[config.mk]
export PLATFORM = sky130hd
export DESIGN_NAME = apb_to_obi_bridge
export DESIGN_NICKNAME = d
export VERILOG_FILES = /design/src/rtl/obi_apb_pkg.sv /design/src/rtl/apb_addr_window_chk.sv /design/src/rtl/apb_to_obi_bridge.sv
export SDC_FILE = /design/constraint.sdc
export NUM_CORES = 1
export LEC_CHECK = 0
export ABC_AREA = 1
export CAP_MARGIN = 5
export CORE_MARGIN = 1.5
export CORE_UTILIZATION = 40
export CTS_CLUSTER_DIAMETER = 120
export DETAILED_ROUTE_END_ITERATION = 7
export HOLD_SLACK_MARGIN = 0.06
export PLACE_DENSITY = 0.78
export SLEW_MARGIN = 20
export SYNTH_ARGS = -nofsm -noshare
export SYNTH_HDL_FRONTEND = slang
export SYNTH_SLANG_ARGS = --single-unit
[constraint.sdc]
create_clock -name clk -period 3.4 [get_ports clk]
set_clock_uncertainty 0.2 [all_clocks]
set_input_delay 0.51 -clock clk [delete_from_list [all_inputs] [get_ports clk]]
set_output_delay 0.51 -clock clk [all_outputs]
set_load 0.05 [all_outputs]
[src/rtl/obi_apb_pkg.sv]
// Shared definitions for the APB-to-OBI bridge: FSM state encoding, the
// default address window, and the data-width equality rule.
package obi_apb_pkg;

    typedef enum logic [1:0] {
        IDLE = 2'd0,
        REQ  = 2'd1,
        RSP  = 2'd2,
        DONE = 2'd3
    } bridge_state_t;

    localparam logic [31:0] WIN_BASE_DEFAULT = 32'h0103_0000;
    localparam logic [31:0] WIN_SIZE_DEFAULT = 32'h0000_0400;

    // APB data passes straight through to OBI, so both buses must be equally wide.
    function automatic bit data_widths_match(input int apb_dw, input int obi_dw);
        return apb_dw == obi_dw;
    endfunction

endpackage

[src/rtl/apb_addr_window_chk.sv]
// Unsigned address window comparator. The upper bound is formed one bit
// wider than the address so a window ending at the top of the space does
// not wrap to zero.
module apb_addr_window_chk #(
    parameter int unsigned    AW   = 32,
    parameter logic [AW-1:0]  BASE = '0,
    parameter logic [AW-1:0]  SIZE = '0
) (
    input  logic [AW-1:0] addr,
    output logic          in_window
);

    localparam logic [AW:0] LOW  = {1'b0, BASE};
    localparam logic [AW:0] HIGH = {1'b0, BASE} + {1'b0, SIZE};

    logic [AW:0] addr_ext;

    assign addr_ext  = {1'b0, addr};
    assign in_window = (addr_ext >= LOW) && (addr_ext < HIGH);

endmodule

[src/rtl/apb_to_obi_bridge.sv]
// APB completer that turns each APB transfer into a single OBI
// request/response. Only one transfer is in flight at a time.
// Optional feature: define APB_TO_OBI_WIN_CHECK_EN to reject addresses
// outside [WIN_BASE, WIN_BASE+WIN_SIZE) with PSLVERR and no OBI request.
module apb_to_obi_bridge
    import obi_apb_pkg::*;
#(
    parameter int unsigned        APB_AW   = 32,
    parameter int unsigned        APB_DW   = 32,
    parameter int unsigned        OBI_AW   = 32,
    parameter int unsigned        OBI_DW   = 32,
    parameter int unsigned        OBI_IDW  = 1,
    parameter logic [APB_AW-1:0]  WIN_BASE = APB_AW'(WIN_BASE_DEFAULT),
    parameter logic [APB_AW-1:0]  WIN_SIZE = APB_AW'(WIN_SIZE_DEFAULT)
) (
    input  logic                  clk,
    input  logic                  reset,
    input  logic [APB_AW-1:0]     APB_PADDR,
    input  logic                  APB_PSEL,
    input  logic                  APB_PENABLE,
    input  logic                  APB_PWRITE,
    input  logic [APB_DW-1:0]     APB_PWDATA,
    input  logic [APB_DW/8-1:0]   APB_PSTRB,
    output logic [APB_DW-1:0]     APB_PRDATA,
    output logic                  APB_PREADY,
    output logic                  APB_PSLVERR,
    output logic                  obi_req,
    input  logic                  obi_gnt,
    output logic [OBI_AW-1:0]     obi_addr,
    output logic                  obi_we,
    output logic [OBI_DW/8-1:0]   obi_be,
    output logic [OBI_DW-1:0]     obi_wdata,
    output logic [OBI_IDW-1:0]    obi_aid,
    input  logic                  obi_rvalid,
    output logic                  obi_rready,
    input  logic [OBI_DW-1:0]     obi_rdata,
    input  logic                  obi_err,
    input  logic [OBI_IDW-1:0]    obi_rid
);

    if (!data_widths_match(APB_DW, OBI_DW)) begin : g_dw_mismatch
        $error("apb_to_obi_bridge: APB_DW must equal OBI_DW");
    end

    localparam int unsigned CW = (OBI_AW < APB_AW) ? OBI_AW : APB_AW;

    bridge_state_t          state_q, state_d;
    logic [APB_AW-1:0]      addr_q;
    logic                   we_q;
    logic [APB_DW-1:0]      wdata_q;
    logic [APB_DW/8-1:0]    strb_q;
    logic [APB_DW-1:0]      rdata_q;
    logic                   err_q;
    logic                   setup;
    logic                   in_window;
    logic [OBI_AW-1:0]      addr_ext;
    logic [OBI_IDW-1:0]     unused_rid;

    assign setup      = APB_PSEL && !APB_PENABLE;
    assign obi_aid    = '0;
    assign unused_rid = obi_rid;

`ifdef APB_TO_OBI_WIN_CHECK_EN
    apb_addr_window_chk #(
        .AW   (APB_AW),
        .BASE (WIN_BASE),
        .SIZE (WIN_SIZE)
    ) u_win_chk (
        .addr      (APB_PADDR),
        .in_window (in_window)
    );
`else
    logic [2*APB_AW-1:0] unused_win;
    assign unused_win = {WIN_BASE, WIN_SIZE};
    assign in_window  = 1'b1;
`endif

    // Zero-extend or truncate the captured APB address to the OBI width.
    always_comb begin
        addr_ext         = '0;
        addr_ext[CW-1:0] = addr_q[CW-1:0];
    end

    // State register; reset returns to IDLE immediately.
    always_ff @(posedge clk or posedge reset) begin
        if (reset) state_q <= IDLE;
        else       state_q <= state_d;
    end

    // Captures the APB request in IDLE and the OBI response in RSP.
    always_ff @(posedge clk or posedge reset) begin
        if (reset) begin
            addr_q  <= '0;
            we_q    <= 1'b0;
            wdata_q <= '0;
            strb_q  <= '0;
            rdata_q <= '0;
            err_q   <= 1'b0;
        end else begin
            case (state_q)
                IDLE: if (setup) begin
                    addr_q  <= APB_PADDR;
                    we_q    <= APB_PWRITE;
                    wdata_q <= APB_PWDATA;
                    strb_q  <= APB_PSTRB;
                    rdata_q <= '0;
                    err_q   <= !in_window;
                end
                RSP: if (obi_rvalid) begin
                    rdata_q <= (!we_q && !obi_err) ? obi_rdata : '0;
                    err_q   <= obi_err;
                end
                default: ;
            endcase
        end
    end

    // Next-state logic and all outputs, which are zero unless the state drives them.
    always_comb begin
        state_d     = state_q;
        obi_req     = 1'b0;
        obi_addr    = '0;
        obi_we      = 1'b0;
        obi_be      = '0;
        obi_wdata   = '0;
        obi_rready  = 1'b0;
        APB_PREADY  = 1'b0;
        APB_PRDATA  = '0;
        APB_PSLVERR = 1'b0;
        case (state_q)
            IDLE: begin
                if (setup) state_d = in_window ? REQ : DONE;
            end
            REQ: begin
                obi_req   = 1'b1;
                obi_addr  = addr_ext;
                obi_we    = we_q;
                obi_be    = we_q ? strb_q : '1;
                obi_wdata = wdata_q;
                if (obi_gnt) state_d = RSP;
            end
            RSP: begin
                obi_rready = 1'b1;
                if (obi_rvalid) state_d = DONE;
            end
            DONE: begin
                APB_PREADY  = 1'b1;
                APB_PRDATA  = rdata_q;
                APB_PSLVERR = err_q;
                state_d     = IDLE;
            end
            default: state_d = IDLE;
        endcase
    end

endmodule

==> results of run 1 <==
[cells by family after synthesis]
kind of cell               synth area share (%)
AOI/OAI and AO/OA                          6.77
adders and majority gates                 0.940
buffers and inverters                      16.9
DFF                                        48.9
other                                    0.0705
and+or+nand+nor                            26.4
[layout make-up]
cell class | count | area, µm² | share of cell area, %
clock buffer | 12 | 246 | 3.14
clock inverter | 4 | 28.8 | 0.366
inverter | 177 | 668 | 8.50
multi-input combinational | 422 | 1840 | 23.4
sequential | 104 | 2600 | 33.1
tap | 172 | 215 | 2.74
timing repair buffer | 227 | 2260 | 28.8
[metrics by stage]
stage | cells | power (W)
after floorplan | 750 | 0.00426
after global placement | 1102 | 0.00523
after detailed placement | 1102 | 0.00529
after CTS | 1118 | 0.00629
after global routing | 1118 | 0.00664
final | 1118 | 0.00624
[registers in the layout (all words and copies together), names as in the netlist]
register / cells
strb_q: 4
err_q: 1
we_q: 1
rdata_q: 32
state_q: 2
wdata_q: 32
addr_ext: 32
[worst max-delay path, delay by kind of cell, from the launching register on]
| kind | cells | cell delay, ns |
|---|---|---|
| adders and majority gates | 1 | 0.41 |
| buffers and inverters | 4 | 1.19 |
| DFF | 1 | 0.41 |
| and+or+nand+nor | 1 | 0.07 |
[synthesized netlist by cell type]
cell / number
buf_4: 1
nand4_1: 35
buf_6: 4
nand2_1: 266
clkbuf_1: 19
dfrtp_1: 104
nand3_4: 1
conb_1: 1
buf_1: 3
nor2_1: 38
a21oi_1: 7
or2_1: 1
o21ai_1: 65
nand2_2: 2
buf_2: 20
ha_1: 4
inv_2: 3
nand3_1: 2
inv_1: 174
[routing by layer]
layer	wire, µm	GRT usage (%)	vias up
met3	1380	6.85	12
met5	0	0	-
met4	185	6.17	0
met1	5750	25.2	2206
li1	-	-	2575
met2	6120	29.9	175
[where the power goes]
group          internal (W)  switching, W
Sequential          0.00169      0.000258
Clock              0.000519      0.000461
Combinational       0.00107       0.00224
[path summary, 6_finish.rpt]
check                          endpoint  startpoint  cells past startpoint
setup / recovery           obi_wdata[6]  state_q[1]                      6
hold / removal                    err_q       err_q                      2
setup reg to reg            rdata_q[29]  state_q[0]                      7
hold reg to reg                   err_q       err_q                      2
max in group asynchronous    rdata_q[5]       reset                      3
min in group asynchronous    rdata_q[8]       reset                      3
==> metrics.cfg, run 1 <==
[run_status]
outcome=finished, final reports clean

[sta]
tightest_slew_ns=0.621
fin_ws_ns=0.248
min_period_ns=3.15
hold_violations=0
slew_violations=0
holdWs_ns=0.275
slew-limit-headroom_pct=58.6
rsz0062_at_grt=false
clock.fmax_ghz=0.317
setup_viol=0
finalSetupTns_ns=0
finalCritPeriodShare_pct=92.7

[route]
drtPass1Iterations=4
drt_iter0_markers=289
vias=4968
route.detailed.drc=0
drtAntennaViolNets=0
drt-total-wl_um=13400
avgViaCountPerCell=4.44
wl_per_cell_um=12.0

[global_route]
grt_overflow=0
grt_usage_pct=19.3
grt_max_degree=105
grt_pass1_wl_um=22100
antenna_found_initial=0
grt_pass1_vias=4530

[synthesis]
synth.cell_area_um2=5320
synth.distinct_cells=19
synth_area_leaders=dfrtp_1 (49%), nand2_1 (19%), inv_1 (12%), o21ai_1 (6.1%), nand4_1 (4.1%)
syn_nets=863
avgSynthCellArea_um2=7.10
synth_area_leader_cell=dfrtp_1
netlist.area_leader.share_pct=48.9
synth_cells=750
seq_area_frac_synth_pct=48.9
ys_ff_latch=104
yosysWarnings=0

[clock_network]
cts_buffers=9
cts_buffer_depth=2
holdBufCountCts=0
cts_resized=0
clock_latency_ns=0.34
cts_num_sinks=104
cts_root_buf=clkbuf_16
cts_tree=built
cts_setup_buffers=0
cts_max_level=3
clk_pin_slew_worst_paths_ns=0.07

[critical_path]
startpoint_type=flip-flop
slowest_stage=clkdlybuf4s50_1
required_ns=2.69
r2r_slack_ns=0.99
cp.arrival_ns=2.44
cpMostUsedCell=inv_1
crit_chain=inv_1 > ha_2 > buf_12 > nand2_1 > inv_1 > clkdlybuf4s50_1
endpoint_kind=output pin
critPathKind=reg2out
critPathMaxFanout=30
slowest_delay_ns=0.80

[cells_and_area]
final_nets=1054
postLayoutCellArea_um2=7860
layout-drive-gt1-share_pct=4.55
diodes=0
layout_common_cells=nand2_1 (266), clkdlybuf4s50_1 (207), inv_1 (173)
final_core_util_pct=61.3
final_common_cell=nand2_1
fillers=1152
area_growth_pct=47.6

[die]
fp.dieH_um=118
pin_count=215
die_w_um=118
die_area_um2=14000
core_um2=12800
rows=41
initial_core_util_pct=41.5

[flow_run]
cap_violations=0

[placement]
place_ws_ns=0.590
gp_congestion=0.805
dp.final_hpwl_um=9340
io_buffers=212
place_area_um2=7580

[pwr]
vdd_drop_max_uv=446
power_leakage_nw=4.48
powerDensity_nw_per_um2=794

[min_path]
hold_path_class=reg2reg

(Power assumes the default switching activity.)
==> run 2: changes to the inputs <==
--- a/config.mk
+++ b/config.mk
@@ -12,7 +12,7 @@
 export CTS_CLUSTER_DIAMETER = 120
 export DETAILED_ROUTE_END_ITERATION = 7
 export HOLD_SLACK_MARGIN = 0.06
-export PLACE_DENSITY = 0.78
+export PLACE_DENSITY = 0.75
 export SLEW_MARGIN = 20
 export SYNTH_ARGS = -nofsm -noshare
 export SYNTH_HDL_FRONTEND = slang
==> metrics.cfg, run 2 (same netlist as run 1, synthesis figures left out) <==
[cells_and_area]
final_core_util_pct=61.6  ; +0.31 points
final_nets=1050  ; -0.38%
postLayoutCellArea_um2=7900  ; +0.51%
final_common_cell=nand2_1
layout_common_cells=nand2_1 (266), clkdlybuf4s50_1 (202), inv_1 (173)
layout-drive-gt1-share_pct=3.93  ; -0.62 points
fillers=1165  ; +1.1%
area_growth_pct=48.4
diodes=0  ; unchanged

[clock_network]
clock_latency_ns=0.34  ; about the same
cts_resized=0  ; unchanged
cts_num_sinks=104  ; unchanged
cts_buffers=9  ; unchanged
cts_setup_buffers=0  ; unchanged
cts_tree=built
cts_max_level=3  ; unchanged
clk_pin_slew_worst_paths_ns=0.07  ; about the same
cts_root_buf=clkbuf_16
holdBufCountCts=0  ; unchanged
cts_buffer_depth=2  ; unchanged

[flow_run]
cap_violations=0  ; unchanged

[die]
die_area_um2=14000  ; unchanged
rows=41  ; unchanged
pin_count=215  ; unchanged
initial_core_util_pct=41.5  ; unchanged
fp.dieH_um=118  ; unchanged
die_w_um=118  ; unchanged
core_um2=12800  ; unchanged

[route]
drt_iter0_markers=412  ; +43%
vias=4939  ; -0.58%
wl_per_cell_um=12.2  ; +1.9%
dr_wl_met2_um=6240  ; +2.0%
route.detailed.drc=0  ; unchanged
avgViaCountPerCell=4.43  ; -0.23%
drtPass1Iterations=4  ; unchanged
dr_wl_met3_um=1350  ; -2.2%
drtAntennaViolNets=0  ; unchanged
topRoutingLayerUsed=met4
drt-total-wl_um=13600  ; +1.5%
wl_met1_um=5860  ; +1.9%

[pwr]
netSwitchingPower_w=0.00296  ; about the same
p_comb_share_pct=52.1  ; -0.9 points
p_int_w=0.00338  ; +3.1%
p_sw_share_pct=46.7  ; -0.73 points
p_seq_share_pct=30.6  ; -0.7 points
vdd_drop_max_uv=463  ; +4.0%
powerDensity_nw_per_um2=803  ; +1.1%
power_frac_clock_pct=17.3  ; +1.6 points
power_leakage_nw=4.61  ; +3.0%

[sta]
hold_violations=0  ; unchanged
tightest_slew_ns=0.854  ; +0.233 ns
min_period_ns=3.27  ; +0.121 ns
clock.fmax_ghz=0.306  ; -3.7%
finalCritPeriodShare_pct=96.3  ; +3.6 points
slew-limit-headroom_pct=43.1  ; -16 points
slew_violations=0  ; unchanged
fin_ws_ns=0.127  ; -0.121 ns
holdWs_ns=0.178  ; -0.0973 ns
setup_viol=0  ; unchanged

[placement]
gp_congestion=0.764  ; -5.0%
place_ws_ns=0.454  ; -0.136 ns
place_area_um2=7560  ; -0.30%
io_buffers=212  ; unchanged
dp.final_hpwl_um=9440  ; +1.1%

[critical_path]
cpMostUsedCell=inv_1
timing.rr.start=state_q[0]
slowest_stage=clkdlybuf4s50_1
cp.arrival_ns=2.56  ; +0.12 ns
rr_endpoint=rdata_q[30]
startpoint_type=flip-flop
crit_chain=inv_1 > ha_2 > buf_4 > nand2_1 > inv_1 > clkdlybuf4s50_1
r2r_slack_ns=1.28  ; +0.29 ns
reg2regPathDepth=6  ; -1
slowest_delay_ns=0.80  ; about the same
critPathKind=reg2out
endpoint_kind=output pin
required_ns=2.69  ; about the same
critPathMaxFanout=17  ; -43%

[global_route]
grt_overflow=0  ; unchanged
grt_pass1_vias=4655  ; +2.8%
grt_max_degree=139  ; +32%
antenna_found_initial=0  ; unchanged
grt_usage_pct=20.1  ; +0.84 points
grt_pass1_wl_um=22700  ; +2.8%

[min_path]
hold_path_class=in2async

[run_status]
outcome=finished, final reports clean

run 2: changes by cell type in the layout (fill, tap and decap cells not counted), sizes merged:
| cell | previous run | this run |
|---|---|---|
| clkdlybuf4s50 | 207 | 202 |
| clkbuf | 12 | 13 |
| clkinvlp | 3 | 1 |
| dlymetal6s2s | 0 | 8 |
| bufinv | 0 | 1 |
| buf | 20 | 13 |
run 2: worst max-delay path by stage:
stage	depth (start not counted)	to	start	slack, ns
final	6	obi_addr[27]	state_q[1]	0.13
after global routing	6	obi_addr[27]	state_q[1]	-0.0004
after CTS	6	obi_addr[19]	state_q[1]	0.07
after detailed placement	6	obi_addr[19]	state_q[1]	0.45
after global placement	6	obi_we	state_q[1]	0.48
after floorplan	5	obi_be[0]	state_q[1]	0.55
run 2: layout make-up:
class                   count  area [µm²]  area share (%)
flip-flops and latches    104        2600            33.0
clock buffers              13         270            3.42
well taps                 172         215            2.73
multi-input cells         422        1840            23.2
repair buffers            223        2260            28.6
inverters                 177         668            8.46
clock inverters             3        47.5           0.602
run 2: stage by stage:
stage,cells,TNS [ns],power [W]
6_report,1114,0,0.00634
2_1_floorplan,750,0,0.00426
5_1_grt,1114,-0.000437,0.00676
3_5_place_dp,1098,0,0.00529
4_1_cts,1114,0,0.00641
3_3_place_gp,1098,0,0.00524
run 2: critical path: cells and delay by family, from the launching register on:
kind	cells	cell delay (ns)
flip-flops	1	0.42
adder cells (fa/ha/maj)	1	0.45
buffers and inverters	4	1.26
AND/OR/NAND/NOR	1	0.08
run 2: per-layer routing:
layer | up-vias | GRT usage (%)
met3 | 15 | 7.29
li1 | 2573 | -
met5 | - | 0
met2 | 177 | 31.8
met4 | 0 | 6.78
met1 | 2174 | 25.5
run 2: power groups by stage:
stage	Combinational [W]	Sequential [W]	Clock [W]
final	0.00330	0.00194	0.00110
after floorplan	0.00237	0.00189	0
after global placement	0.00329	0.00194	0
after detailed placement	0.00334	0.00195	0
after CTS	0.00334	0.00194	0.00113
after global routing	0.00358	0.00200	0.00117
